`config.mk`:
```
export PLATFORM = sky130hd
export DESIGN_NAME = vga_timing_gen
export DESIGN_NICKNAME = d
export VERILOG_FILES = /design/src/rtl/vga_timing_gen.sv
export SDC_FILE = /design/constraint.sdc
export NUM_CORES = 1
export LEC_CHECK = 0
export BUFFER_PORTS_ARGS = -buffer_cell sky130_fd_sc_hd__buf_2
export CORE_ASPECT_RATIO = 2
export CORE_UTILIZATION = 54
export CTS_CLUSTER_DIAMETER = 40
export DETAILED_ROUTE_END_ITERATION = 8
export PLACE_DENSITY_LB_ADDON = 0.05
export SLEW_MARGIN = 30
export SYNTH_ARGS = -nofsm -noshare
export SYNTH_HDL_FRONTEND = slang
export SYNTH_SLANG_ARGS = --single-unit
```
`constraint.sdc`:
```
create_clock -name clk -period 2.77 [get_ports clk]
set_clock_uncertainty 0.2 [all_clocks]
set_input_delay 0.277 -clock clk [delete_from_list [all_inputs] [get_ports clk]]
set_output_delay 0.277 -clock clk [all_outputs]
set_load 0.05 [all_outputs]
```
`src/rtl/vga_timing_gen.sv`:
```
// -----------------------------------------------------------------------------
// vga_timing_gen
//
// Purpose:
//    Raster timing generator for 640x480@60 Hz VGA (timing is parameterisable).
//    It produces the pixel position counters, the sync pulses, the visible-area
//    flag and a frame counter. Every output is a register, and all of them are
//    aligned with each other. Flags are computed from the *next* counter values,
//    so a flag always describes the same pixel as hpos/vpos in the same cycle.
//
// Ports:
//    clk        in   1   pixel clock
//    reset      in   1   asynchronous, active-high reset
//    hpos       out  10  horizontal position, 0..H_TOTAL-1
//    vpos       out  10  vertical position, 0..V_TOTAL-1
//    hsync      out  1   horizontal sync, asserted level = SYNC_POL
//    vsync      out  1   vertical sync, asserted level = SYNC_POL
//    display_on out  1   (hpos,vpos) lies inside the visible area
//    frame_tick out  1   high on the last pixel of every frame
//    frame_cnt  out  8   free-running frame counter, wraps 255 -> 0
// -----------------------------------------------------------------------------
module vga_timing_gen #(
   parameter int H_DISPLAY = 640,
   parameter int H_FRONT   = 16,
   parameter int H_SYNC    = 96,
   parameter int H_BACK    = 48,
   parameter int V_DISPLAY = 480,
   parameter int V_FRONT   = 10,
   parameter int V_SYNC    = 2,
   parameter int V_BACK    = 33,
   parameter bit SYNC_POL  = 1'b0
) (
   input  logic       clk,
   input  logic       reset,
   output logic [9:0] hpos,
   output logic [9:0] vpos,
   output logic       hsync,
   output logic       vsync,
   output logic       display_on,
   output logic       frame_tick,
   output logic [7:0] frame_cnt
);

   localparam int H_TOTAL = H_DISPLAY + H_FRONT + H_SYNC + H_BACK;
   localparam int V_TOTAL = V_DISPLAY + V_FRONT + V_SYNC + V_BACK;

   // The counters are 10 bits wide, so longer lines or frames cannot be counted.
   if (H_TOTAL > 1024 || V_TOTAL > 1024 || H_TOTAL < 2 || V_TOTAL < 2) begin : g_bad_params
      $error("vga_timing_gen: H_TOTAL/V_TOTAL must lie in 2..1024");
   end

   // Window bounds are 11 bits wide. A bound may equal 1024 (e.g. H_DISPLAY
   // with zero porches), and that value must not alias to 0.
   localparam logic [9:0]  H_LAST   = 10'(H_TOTAL - 1);
   localparam logic [9:0]  V_LAST   = 10'(V_TOTAL - 1);
   localparam logic [10:0] H_VIS    = 11'(H_DISPLAY);
   localparam logic [10:0] V_VIS    = 11'(V_DISPLAY);
   localparam logic [10:0] HS_START = 11'(H_DISPLAY + H_FRONT);
   localparam logic [10:0] HS_STOP  = 11'(H_DISPLAY + H_FRONT + H_SYNC);
   localparam logic [10:0] VS_START = 11'(V_DISPLAY + V_FRONT);
   localparam logic [10:0] VS_STOP  = 11'(V_DISPLAY + V_FRONT + V_SYNC);

   logic [9:0] hpos_reg, hpos_next;
   logic [9:0] vpos_reg, vpos_next;
   logic [7:0] frame_cnt_reg, frame_cnt_next;
   logic       hsync_reg, hsync_next;
   logic       vsync_reg, vsync_next;
   logic       display_on_reg, display_on_next;
   logic       frame_tick_reg, frame_tick_next;
   logic       line_wrap, frame_wrap;
   logic [10:0] hpos_ext, vpos_ext;

   always_comb begin
      line_wrap  = (hpos_reg == H_LAST);
      frame_wrap = line_wrap && (vpos_reg == V_LAST);

      hpos_next      = line_wrap ? 10'd0 : hpos_reg + 10'd1;
      vpos_next      = vpos_reg;
      frame_cnt_next = frame_cnt_reg;
      if (line_wrap) begin
         vpos_next = frame_wrap ? 10'd0 : vpos_reg + 10'd1;
      end
      if (frame_wrap) begin
         frame_cnt_next = frame_cnt_reg + 8'd1;
      end

      // Flags are decoded from the position the counters are about to take,
      // so after the edge they line up with hpos/vpos.
      hpos_ext = {1'b0, hpos_next};
      vpos_ext = {1'b0, vpos_next};

      hsync_next      = (hpos_ext >= HS_START && hpos_ext < HS_STOP) ? SYNC_POL : ~SYNC_POL;
      vsync_next      = (vpos_ext >= VS_START && vpos_ext < VS_STOP) ? SYNC_POL : ~SYNC_POL;
      display_on_next = (hpos_ext < H_VIS) && (vpos_ext < V_VIS);
      frame_tick_next = (hpos_next == H_LAST) && (vpos_next == V_LAST);
   end

   // The reset values describe pixel (0,0): it is visible and lies outside
   // both sync windows.
   always_ff @(posedge clk or posedge reset) begin
      if (reset) begin
         hpos_reg       <= 10'd0;
         vpos_reg       <= 10'd0;
         frame_cnt_reg  <= 8'd0;
         hsync_reg      <= ~SYNC_POL;
         vsync_reg      <= ~SYNC_POL;
         display_on_reg <= 1'b1;
         frame_tick_reg <= 1'b0;
      end else begin
         hpos_reg       <= hpos_next;
         vpos_reg       <= vpos_next;
         frame_cnt_reg  <= frame_cnt_next;
         hsync_reg      <= hsync_next;
         vsync_reg      <= vsync_next;
         display_on_reg <= display_on_next;
         frame_tick_reg <= frame_tick_next;
      end
   end

   assign hpos       = hpos_reg;
   assign vpos       = vpos_reg;
   assign hsync      = hsync_reg;
   assign vsync      = vsync_reg;
   assign display_on = display_on_reg;
   assign frame_tick = frame_tick_reg;
   assign frame_cnt  = frame_cnt_reg;

endmodule
```
==> results.cfg <==
[outcome]
result_of_the_run = finished clean

[floorplanning]
fp.dieH_um = 82.9
core_box_area_um2 = 3160
starting_density_of_the_core = 0.560
die-area_um2 = 3520
placementRows = 29
boundaryPins = 34
horizontal_extent_of_the_die_um = 42.4

[layout]
multi_input_area_um2 = 907
instances_no_fill = 250
num-fill-cells = 266
areaGrowthSynthToFinish_pct = 21.9
insertedDiodeCount = 0
final_nets = 225
proportion_of_layout_cells_with_a_drive_suffix_above_1 = 0.315
design_area_um2 = 2150
postLayoutCoreUtil = 0.682
regArea_um2 = 808

[yosys]
post_synth_net_total = 180
synth_cells = 173
syn_area_per_cell_um2 = 10.2
synth_enable_flop_cells = 0
synthArstFlopShare = 1.00
syn_std_cell_area_um2 = 1770
synth.ff_latch_count = 32
yosysUniqueCellTypes = 41
synth_area_leader_cell = sky130_fd_sc_hd__dfrtp_1
synthDominantCellAreaShare = 0.411
yosys-top-cells-count = sky130_fd_sc_hd__dfrtp_1, sky130_fd_sc_hd__nand2_1, sky130_fd_sc_hd__xor2_1, sky130_fd_sc_hd__nand3_1, sky130_fd_sc_hd__nor2_1
synth-seq-area-share = 0.455
ys_dominant_reg_cell = sky130_fd_sc_hd__dfrtp_1
yosysMostFrequentCell = sky130_fd_sc_hd__dfrtp_1
synthTopCellsByArea = sky130_fd_sc_hd__dfrtp_1, sky130_fd_sc_hd__xor2_1, sky130_fd_sc_hd__xnor2_1
yosysWarningCount = 0

[power]
total_power_mw = 0.916
p_per_area_nw_per_um2 = 425
peakVddDrop_mv = 0.357
leakage_nw = 1.04

[cts]
clk_path_buf_depth = 2
cts-buffers-inserted = 5
cts.sink_count = 32
cts-root-buf = sky130_fd_sc_hd__clkbuf_8
tritoncts_clock_tree = yes
worst_setup_hold_path_clk_slew_ns = 0.07
worstSkewPairLatency_ns = 0.28
ctsHtreeMaxLevel = 2

[sta]
period_minus_slack_ns = 2.62
layout_worst_path_cycle_share = 0.947
final.setup.tns_ns = 0
report.final.slew_viol_count = 0
achievable-frequency_mhz = 381
hold_ws_ns = 0.260
total_count_of_hold_check_failures_in_the_final_report = 0
finalSetupViolCount = 0
timing.final.ws_setup_ns = 0.146
worst_slew_pin_slew_ns = 0.558
slew_headroom = 0.624
setup_repair_after_global_routing_missed_its_margin = no

[critical_path]
critPathSlowestCell = sky130_fd_sc_hd__or4b_1
cp_cell_sequence = ha_1 > nand4_4 > nor4_4 > nand3_1 > xnor2_1 > nor4b_4 > or4b_1
crit_path_max_cell_delay_ns = 0.47
reg2reg_from = hpos[0]
path_max_fanout = 6
worst-path-buf-inv = 0
critical_path_required_ns = 2.76
setup.worst_path.start = hpos[0]
reg_to_reg_setup_timing_slack_ns = 0.15
timing.critical_path.from_type = flop
worstSetupEndpointType = flop
path_class = reg -> reg
critPathArrivalTime_ns = 2.62
worst_path_dominant_cell_family = simple AND/OR/NAND/NOR gates

[routing]
routed_wl_um = 4130
drt_drc_violations_left = 0
postRouteAntennaNets = 0
via_count = 1466
drt_iter0_markers = 45
routed_wire_length_per_instance_um = 16.5
dr.pass1.iters = 4
vias_per_cell = 5.86

[global_route]
grt_first_pass_wirelength_um = 7020
groute.layer.met3.usage = 0.0391
first_global_vias = 1554
globalRouteMet2Util = 0.497
grt_max_degree = 33
overall_global_routing_usage = 0.261
grt-ovfl-total = 0
grt_most_used_layer = met2
grt_antenna_before_repair = 0
grt.met1_usage = 0.263

[placed_design]
dp.cells = 241
postPlaceCellArea_um2 = 2020
gp_routability_congestion = 0.907
number_of_i_o_port_buffers = 33
placement.setup.worst_slack_ns = 0.0533
dp_hpwl_um = 3250

[run]
cap_viol_max_count = 0

[hold_path]
hp-class = reg -> reg
timing.hold.worst.start = frame_cnt[7]
## what timing repair did
item / CTS / global route
gates resized for setup: 0 / 2
setup endpoints to repair: 0 / 1
buffers inserted: 0 / 0
hold endpoints to repair: 29 / 0
hold buffers: 1 / 0
## routing by layer
| layer | part of all wire | wire length, um |
|---|---|---|
| met1 | 0.34 | 1420 |
| met3 | 0.024 | 99 |
| met5 | 0 | 0 |
| met2 | 0.59 | 2460 |
| met4 | 0.037 | 153 |
## layout make-up
type	instances	area share
repair buffers	45	0.120
clock inverters	2	0.0163
inverters	9	0.0157
well taps	31	0.0180
multi-input cells	125	0.421
clock buffers	6	0.0337
flip-flops and latches	32	0.375
## cell usage in the layout (no fill, tap or decap), types with 3 or more instances in the layout
master and n:
sky130_fd_sc_hd__buf_2 33, sky130_fd_sc_hd__dfrtp_1 26, sky130_fd_sc_hd__nand2_1 14, sky130_fd_sc_hd__xor2_1 12
sky130_fd_sc_hd__nor2_1 11, sky130_fd_sc_hd__nand3_1 11, sky130_fd_sc_hd__buf_4 11, sky130_fd_sc_hd__xnor2_1 10
sky130_fd_sc_hd__inv_1 9, sky130_fd_sc_hd__nand4_1 7, sky130_fd_sc_hd__a21oi_1 6, sky130_fd_sc_hd__o21ai_0 6
sky130_fd_sc_hd__nor4_1 5, sky130_fd_sc_hd__nor3_1 5, sky130_fd_sc_hd__ha_1 5, sky130_fd_sc_hd__clkbuf_8 5
sky130_fd_sc_hd__and3_1 3, sky130_fd_sc_hd__dfstp_2 3, sky130_fd_sc_hd__dfrtp_2 3
## report_power, final
| group | switching (mW) | internal, mW | total (mW) |
|---|---|---|---|
| registers | 0 | 0.467 | 0.467 |
| logic | 0.00903 | 0.00245 | 0.0115 |
| clock network | 0.170 | 0.267 | 0.437 |
## worst paths after layout
check / cells past startpoint / to
min in group asynchronous: 4 / vpos[7]
worst max register to register: 7 / vsync
worst max-delay path: 7 / vsync
worst min-delay path: 1 / frame_cnt[7]
max in group asynchronous: 4 / vsync
worst min register to register: 1 / frame_cnt[7]
## logic make-up after synthesis
| group | Yosys count | synth area share |
|---|---|---|
| AND/OR/NAND/NOR | 80 | 0.290 |
| flip-flops | 32 | 0.455 |
| XOR/XNOR | 23 | 0.118 |
| buffers and inverters | 16 | 0.0411 |
| AO/OA/AOI/OAI | 15 | 0.0467 |
| adder cells (fa/ha/maj) | 5 | 0.0354 |
| multiplexers | 2 | 0.0127 |
No activity file was read; power rests on OpenSTA's default activity.
